`src/rtl/inst_fetch_pkg.sv`:
```
// Shared CPU package: opcode constants, NOP encoding and fetch FSM encoding.
// Also imported by the control unit.
package inst_fetch_pkg;

  typedef enum logic {
    ST_IDLE = 1'b0,
    ST_REQ  = 1'b1
  } fetch_state_t;

  localparam logic [6:0]  OP_IMM   = 7'b0010011;
  localparam logic [6:0]  OP_REG   = 7'b0110011;
  localparam logic [6:0]  OP_LUI   = 7'b0110111;
  localparam logic [31:0] NOP_INSN = 32'h0000_0013;

  function automatic logic [31:0] sext12(input logic [11:0] v);
    return {{20{v[11]}}, v};
  endfunction

endpackage

```
`src/rtl/inst_fetch_imm_gen.sv`:
```
// Combinational immediate decoder: I-type for OP_IMM, U-type for OP_LUI,
// zero for every other opcode.
module imm_gen
  import inst_fetch_pkg::*;
(
  input  logic [31:0] i_ir,
  output logic [31:0] o_imm
);

  logic [6:0] w_opcode;

  assign w_opcode = i_ir[6:0];

  always_comb begin
    o_imm = '0;
    case (w_opcode)
      OP_IMM:  o_imm = sext12(i_ir[31:20]);
      OP_LUI:  o_imm = {i_ir[31:12], 12'b0};
      default: o_imm = '0;
    endcase
  end

endmodule

```
`src/rtl/inst_fetch.sv`:
```
// Instruction fetch unit: two-state request/ack handshake, IR latch, PC advance
// and field decode. Define IFETCH_WATCHDOG_EN to add a REQ-cycle watchdog.
module inst_fetch
  import inst_fetch_pkg::*;
#(
  parameter logic [31:0] RESET_PC    = 32'h0000_0000,
  parameter int unsigned TIMEOUT_CYC = 16
) (
  input  logic        clk,
  input  logic        rst,
  input  logic        IR_Write,
  input  logic        PC_Write,
  output logic        imem_req,
  output logic [31:0] imem_addr,
  input  logic        imem_ack,
  input  logic [31:0] imem_rdata,
  output logic [31:0] pc,
  output logic [6:0]  opcode,
  output logic [2:0]  funct3,
  output logic [6:0]  funct7,
  output logic [4:0]  rs1,
  output logic [4:0]  rs2,
  output logic [4:0]  rd,
  output logic [31:0] imm,
  output logic        ir_valid,
  output logic        busy,
  output logic        fetch_err
);

  // Low address bits are dropped so a misaligned override still yields a legal PC.
  localparam logic [31:0] RESET_PC_W = {RESET_PC[31:2], 2'b00};

  fetch_state_t r_state;
  fetch_state_t w_state_nxt;
  logic [31:0]  r_ir;
  logic [31:0]  r_pc;
  logic         r_adv_pending;
  logic         r_ir_valid;
  logic         w_ir_load;
  logic         w_fetch_start;
  logic         w_wd_expire;

  always_comb begin
    w_state_nxt   = r_state;
    w_ir_load     = 1'b0;
    w_fetch_start = 1'b0;
    case (r_state)
      ST_IDLE: begin
        if (IR_Write) begin
          w_state_nxt   = ST_REQ;
          w_fetch_start = 1'b1;
        end
      end
      ST_REQ: begin
        // A same-cycle ack wins over watchdog expiry.
        if (imem_ack) begin
          w_state_nxt = ST_IDLE;
          w_ir_load   = 1'b1;
        end else if (w_wd_expire) begin
          w_state_nxt = ST_IDLE;
        end
      end
      default: w_state_nxt = ST_IDLE;
    endcase
  end

  always_ff @(posedge clk or posedge rst) begin
    if (rst) begin
      r_state       <= ST_IDLE;
      r_ir          <= NOP_INSN;
      r_pc          <= RESET_PC_W;
      r_adv_pending <= 1'b0;
      r_ir_valid    <= 1'b0;
    end else begin
      r_state    <= w_state_nxt;
      r_ir_valid <= w_ir_load;
      if (w_fetch_start) begin
        r_adv_pending <= PC_Write;
      end
      if (w_ir_load) begin
        r_ir <= imem_rdata;
        if (r_adv_pending) begin
          r_pc <= r_pc + 32'd4;
        end
      end
    end
  end

`ifdef IFETCH_WATCHDOG_EN
  localparam int unsigned WD_W = (TIMEOUT_CYC > 1) ? $clog2(TIMEOUT_CYC) : 1;

  logic [WD_W-1:0] r_wd_cnt;
  logic            r_fetch_err;

  // Count holds the number of REQ cycles already spent, so expiry fires in cycle TIMEOUT_CYC.
  assign w_wd_expire = (r_state == ST_REQ) && !imem_ack &&
                       (r_wd_cnt == WD_W'(TIMEOUT_CYC - 1));

  always_ff @(posedge clk or posedge rst) begin
    if (rst) begin
      r_wd_cnt    <= '0;
      r_fetch_err <= 1'b0;
    end else begin
      if (r_state != ST_REQ) begin
        r_wd_cnt <= '0;
      end else if (!imem_ack) begin
        r_wd_cnt <= r_wd_cnt + WD_W'(1);
      end
      if (w_wd_expire) begin
        r_fetch_err <= 1'b1;
      end
    end
  end

  assign fetch_err = r_fetch_err;
`else
  assign w_wd_expire = 1'b0;
  assign fetch_err   = 1'b0;
`endif

  imm_gen u_imm_gen (
    .i_ir  (r_ir),
    .o_imm (imm)
  );

  assign imem_req  = (r_state == ST_REQ);
  assign imem_addr = r_pc;
  assign pc        = r_pc;
  assign busy      = (r_state != ST_IDLE);
  assign ir_valid  = r_ir_valid;
  assign opcode    = r_ir[6:0];
  assign funct3    = r_ir[14:12];
  assign funct7    = r_ir[31:25];
  assign rs1       = r_ir[19:15];
  assign rs2       = r_ir[24:20];
  assign rd        = r_ir[11:7];

endmodule

```
`config.mk`:
```
export PLATFORM = sky130hd
export DESIGN_NAME = inst_fetch
export DESIGN_NICKNAME = d
export VERILOG_FILES = /design/src/rtl/inst_fetch_pkg.sv /design/src/rtl/inst_fetch_imm_gen.sv /design/src/rtl/inst_fetch.sv
export SDC_FILE = /design/constraint.sdc
export NUM_CORES = 1
export LEC_CHECK = 0
export BUFFER_PORTS_ARGS = -buffer_cell sky130_fd_sc_hd__buf_2
export CAP_MARGIN = 40
export CORE_MARGIN = 10
export CORE_UTILIZATION = 47
export DETAILED_ROUTE_END_ITERATION = 10
export PLACE_DENSITY_LB_ADDON = 0.15
export SYNTH_ARGS = -nofsm -noshare
export SYNTH_HDL_FRONTEND = slang
export SYNTH_HIERARCHICAL = 1
export SYNTH_SLANG_ARGS = --single-unit
export TNS_END_PERCENT = 1
```
`constraint.sdc`:
```
create_clock -name clk -period 2.35 [get_ports clk]
set_input_delay 0.5875 -clock clk [delete_from_list [all_inputs] [get_ports clk]]
set_output_delay 0.5875 -clock clk [all_outputs]
set_load 0.02 [all_outputs]
```
Yosys cells after proc, flatten, opt, wreduce, memory -nomap -nowiden. Cells that the tools add are included.

$add $sub $neg: 1. Equal/unequal tests: 2. Mux-type cells: 7. Bitwise gates (word level): 1. Reductions and logical operators: 1.

Operators by type and width (number): case mux 32 bit (2 select lines) (1); adder 32 x 3 -> 32 bit (second input constant) (1); == test 7 x 5 -> 1 bit (second input constant) (1); == test 7 x 6 -> 1 bit (second input constant) (1); two-way mux 1 bit (5); case mux 1 bit (2 select lines) (1); AND reduction 2 bit (1); inverter 1 bit (1).

Bits in registers: 67. Bits of input ports: 37. Output and inout bits: 132. Word-level logic and storage cells: 17.

Logic depth before layout (Yosys ltp).
Depth after elaboration: 3. Depth in mapped cells: 6.

Cells and area by module. The synthesis kept the hierarchy.

By module, submodules not included: inst_fetch (times used 1, cells an instance 303, area each 3020.4 um^2); imm_gen (times used 1, cells an instance 81, area each 595.6 um^2).

Least setup slack after synthesis. Ideal clock, no wire load.

Path kind: register to output. Start point: reg r_ir[4]. End point: out imm[0]. Arrival: 1655 ps. Data required time: 1762 ps. Path slack: 107 ps. Stages on the path, launching flop included: 4. Cell sequence: dfstp_2 nand4bb_4 clkbuf_1 nor4_1.

Word-level cells in the longest chain between the ends: 2.

RTL lines: from (decl) (RTL line inst_fetch.sv:35) `logic [31:0] r_ir;`; from (signal assigned) (RTL line inst_fetch.sv:81) `r_ir <= imem_rdata;`; == test 7 x 6 -> 1 bit / == test 7 x 5 -> 1 bit (equally long branches) (RTL line inst_fetch_imm_gen.sv:16) `case (w_opcode)`; case mux 32 bit (2 select lines) (*) (RTL line inst_fetch_imm_gen.sv:16); to (decl) (RTL line inst_fetch.sv:24) `output logic [31:0] imm,`.

Mark *: on every way between the ends. The rest lies on a longest branch, timed or not.

Worst setup path after layout.
Start point: reg r_ir[0]. End point: out imm[6].

Same word-level chain as after synthesis.

==> results.toml <==
[pwr]
p_leak_nw = 2.49
p_total_mw = 3.60
ir_drop_v = 0.000525
power_density_nw_per_um2 = 791

[floorplanning]
die_w_um = 108
io_pins = 169
fp-row-count = 31
start_util = 0.491
die-area_um2 = 11600
core-area_um2 = 7370
die_h_um = 108

[sta]
slew_violations = 0
hold_slack_ns = 0.309
rsz0062_at_grt = "yes"
fin_tns_setup_ns = -0.0107
fin_ws_ns = -0.0107
timing_hold_violations_final = 0
setup_viol = 1
finClkSkew_ns = 0.00804
post-route-period-util = 1.00
finalCriticalPeriod_ns = 2.36
max_freq_mhz = 424

[final_layout]
antenna_cells = 0
fin_cells = 621
area_growth_pct = 25.9
post-route-util = 0.618
final_nets = 557
layout-drive-gt1-share = 0.448

[logic_synthesis]
synth_cells = 384
synth_ff_type = "dfrtp_1"
netlist_top_cells_area = "dfrtp_1 43%, nand2_1 11%, buf_4 7.5%, a211oi_2 6.6%, xor2_1 4.1%"
synth-edff-count = 0
synth_common_cells = "109 x nand2_1, 62 x dfrtp_1, 36 x buf_4"
syn_area_per_cell_um2 = 9.42
synth_top_cell_area_share = 0.429
ys_seq_area_frac = 0.451
ys_seq_elements = 65
synth_area_leader_cell = "dfrtp_1"
yosysMostFrequentCell = "nand2_1"
syn_area_um2 = 3620
yosysWarnings = 6
synthArstFlopShare = 1.00
synth_cell_types = 38

[setup_path]
cp_num_buf_inv = 3
endpoint_kind = "output pin"
worstSetupPathType = "register to output pin"
required_ns = 1.76
crit_path_max_fanout = 6
cp_cell_sequence = "clkinvlp_4 -> buf_4 -> nor4_1 -> buf_2"
path_delay_family = "buffers and inverters"
slowest_stage = "dfstp_2"
cp-start-kind = "register"
worstPathArrival_ns = 1.77
max_stage_delay_ns = 0.56

[placement]
dp_cells = 604
gp_congestion = 0.791
hpwl_um = 7450
io_buffer_count = 163

[cts]
cts_made_buffers = 9
clockBufferDepth = 2
cts-root-buf = "clkbuf_8"
cts_hold_buf = 0
clkLatencyLatePin_ns = 0.34
cts_sinks = 65
cts_tree = "built"
h-tree-depth = 3
clk_pin_slew_worst_paths_ns = 0.07

[global_route]
grt_pass1_wl_um = 15200
grtUsageTotal = 0.163
gr-total-overflow = 0
antenna_found_initial = 0
grt_max_degree = 66
grt_pass1_vias = 2876

[flow_run]
maxCapViolations = 0

[routing]
vias_per_cell = 4.90
first_pass_iters = 4
via_count = 3046
drtIter0Drc = 108
final_antenna_net_count = 0
drc = 0
finalWirelength_um = 9970
wl_per_cell_um = 16.1

[outcome]
status = "finished with violations"
failed_checks = "negative setup slack"

[hold_path]
min_path_type = "input pin to asynchronous set/reset pin"
==> metal layers <==
metal / vias up / track usage / part of all wire
li1: 1493 / - / -
met1: 1428 / 0.206 / 0.43
met2: 117 / 0.256 / 0.47
met3: 8 / 0.0593 / 0.081
met4: 0 / 0.0448 / 0.012
met5: - / 0 / 0
==> layout by cell type, fill, tap and decap left out, types with 3 or more instances in the layout <==
master    Yosys  final
a211oi_2     19     19
and4_1        3      3
buf_2         6    156
buf_4        36     17
clkbuf_8      0     12
conb_1        1      5
dfrtp_1      62     62
dfstp_2       3      3
inv_1        22     20
nand2_1     109    109
nand3_1      25     25
nand4_4       3      3
nor2_1        4      4
nor3_1       13     13
nor4_1       11      9
nor4_2        2      4
xnor2_1      12     12
xor2_1       17     17
==> per-stage QoR <==
step | area [µm²] | setup slack [ns]
2_1_floorplan | 3630 | 0.107
3_3_place_gp | 4280 | 0.335
3_5_place_dp | 4280 | 0.305
4_1_cts | 4520 | 0.000177
5_1_grt | 4550 | -0.0700
6_report | 4550 | -0.0107
==> flip-flops by register name, indices dropped and copies added (netlist names) <==
name           cells
busy               1
imem_addr         30
ir_valid           1
r_adv_pending      1
r_ir              32
==> path summary, 6_finish.rpt <==
path / from / end / slack, ns / cells after the start
hold / removal: rst / r_ir[24]$_DFFE_PP0N_ / 0.31 / 3
setup reg to reg: imem_addr[2]$_DFFE_PP0P_ / imem_addr[28]$_DFFE_PP0P_ / 0.73 / 5
max in group asynchronous: rst / r_ir[1]$_DFFE_PP1N_ / 1.72 / 3
hold reg to reg: r_ir[9]$_DFFE_PP0N_ / r_ir[9]$_DFFE_PP0N_ / 0.47 / 2
min in group clk: imem_rdata[11] / r_ir[11]$_DFFE_PP0N_ / 0.44 / 3
setup / recovery: r_ir[0]$_DFFE_PP1N_ / imm[6] / -0.01 / 4
==> layout make-up <==
type                       instances  area [µm²]
sequential                        65        1630
fill                             662        2820
timing repair buffer             175         940
multi-input combinational        246        1570
clock inverter                     2        37.5
clock buffer                      12         165
inverter                          22        86.3
tap                               99         124
==> worst reg2reg max path, cell delays in order (launching register included) <==
cell	delay (ns)
dfrtp_1	0.42
ha_1	0.16
and4_1	0.31
nand4_4	0.20
nor3b_1	0.28
xor2_1	0.17
==> kinds of logic after synthesis <==
family,after synthesis,share of synthesized area
buffers and inverters,78,0.127
AND/OR/NAND/NOR,187,0.270
adder cells (fa/ha/maj),1,0.00346
flip-flops,65,0.451
AO/OA/AOI/OAI,21,0.0720
XOR/XNOR,29,0.0702
multiplexers,2,0.00623
other,1,0.00104
==> repair_timing <==
action | 4_1_cts | 5_1_grt
buffers inserted | 2 | 0
gates cloned | 0 | 1
pin swaps | 0 | 1
endpoints found under the hold margin | 0 | 0
gates resized for setup | 7 | 6
setup endpoints to repair | 24 | 29
==> power by group <==
| part | total (mW) | internal, mW | switching (mW) |
|---|---|---|---|
| Clock | 0.971 | 0.565 | 0.405 |
| Combinational | 1.13 | 0.371 | 0.757 |
| Sequential | 1.50 | 1.30 | 0.199 |
| Total | 3.60 | 2.24 | 1.36 |
Power figures use the tool's default switching activity.
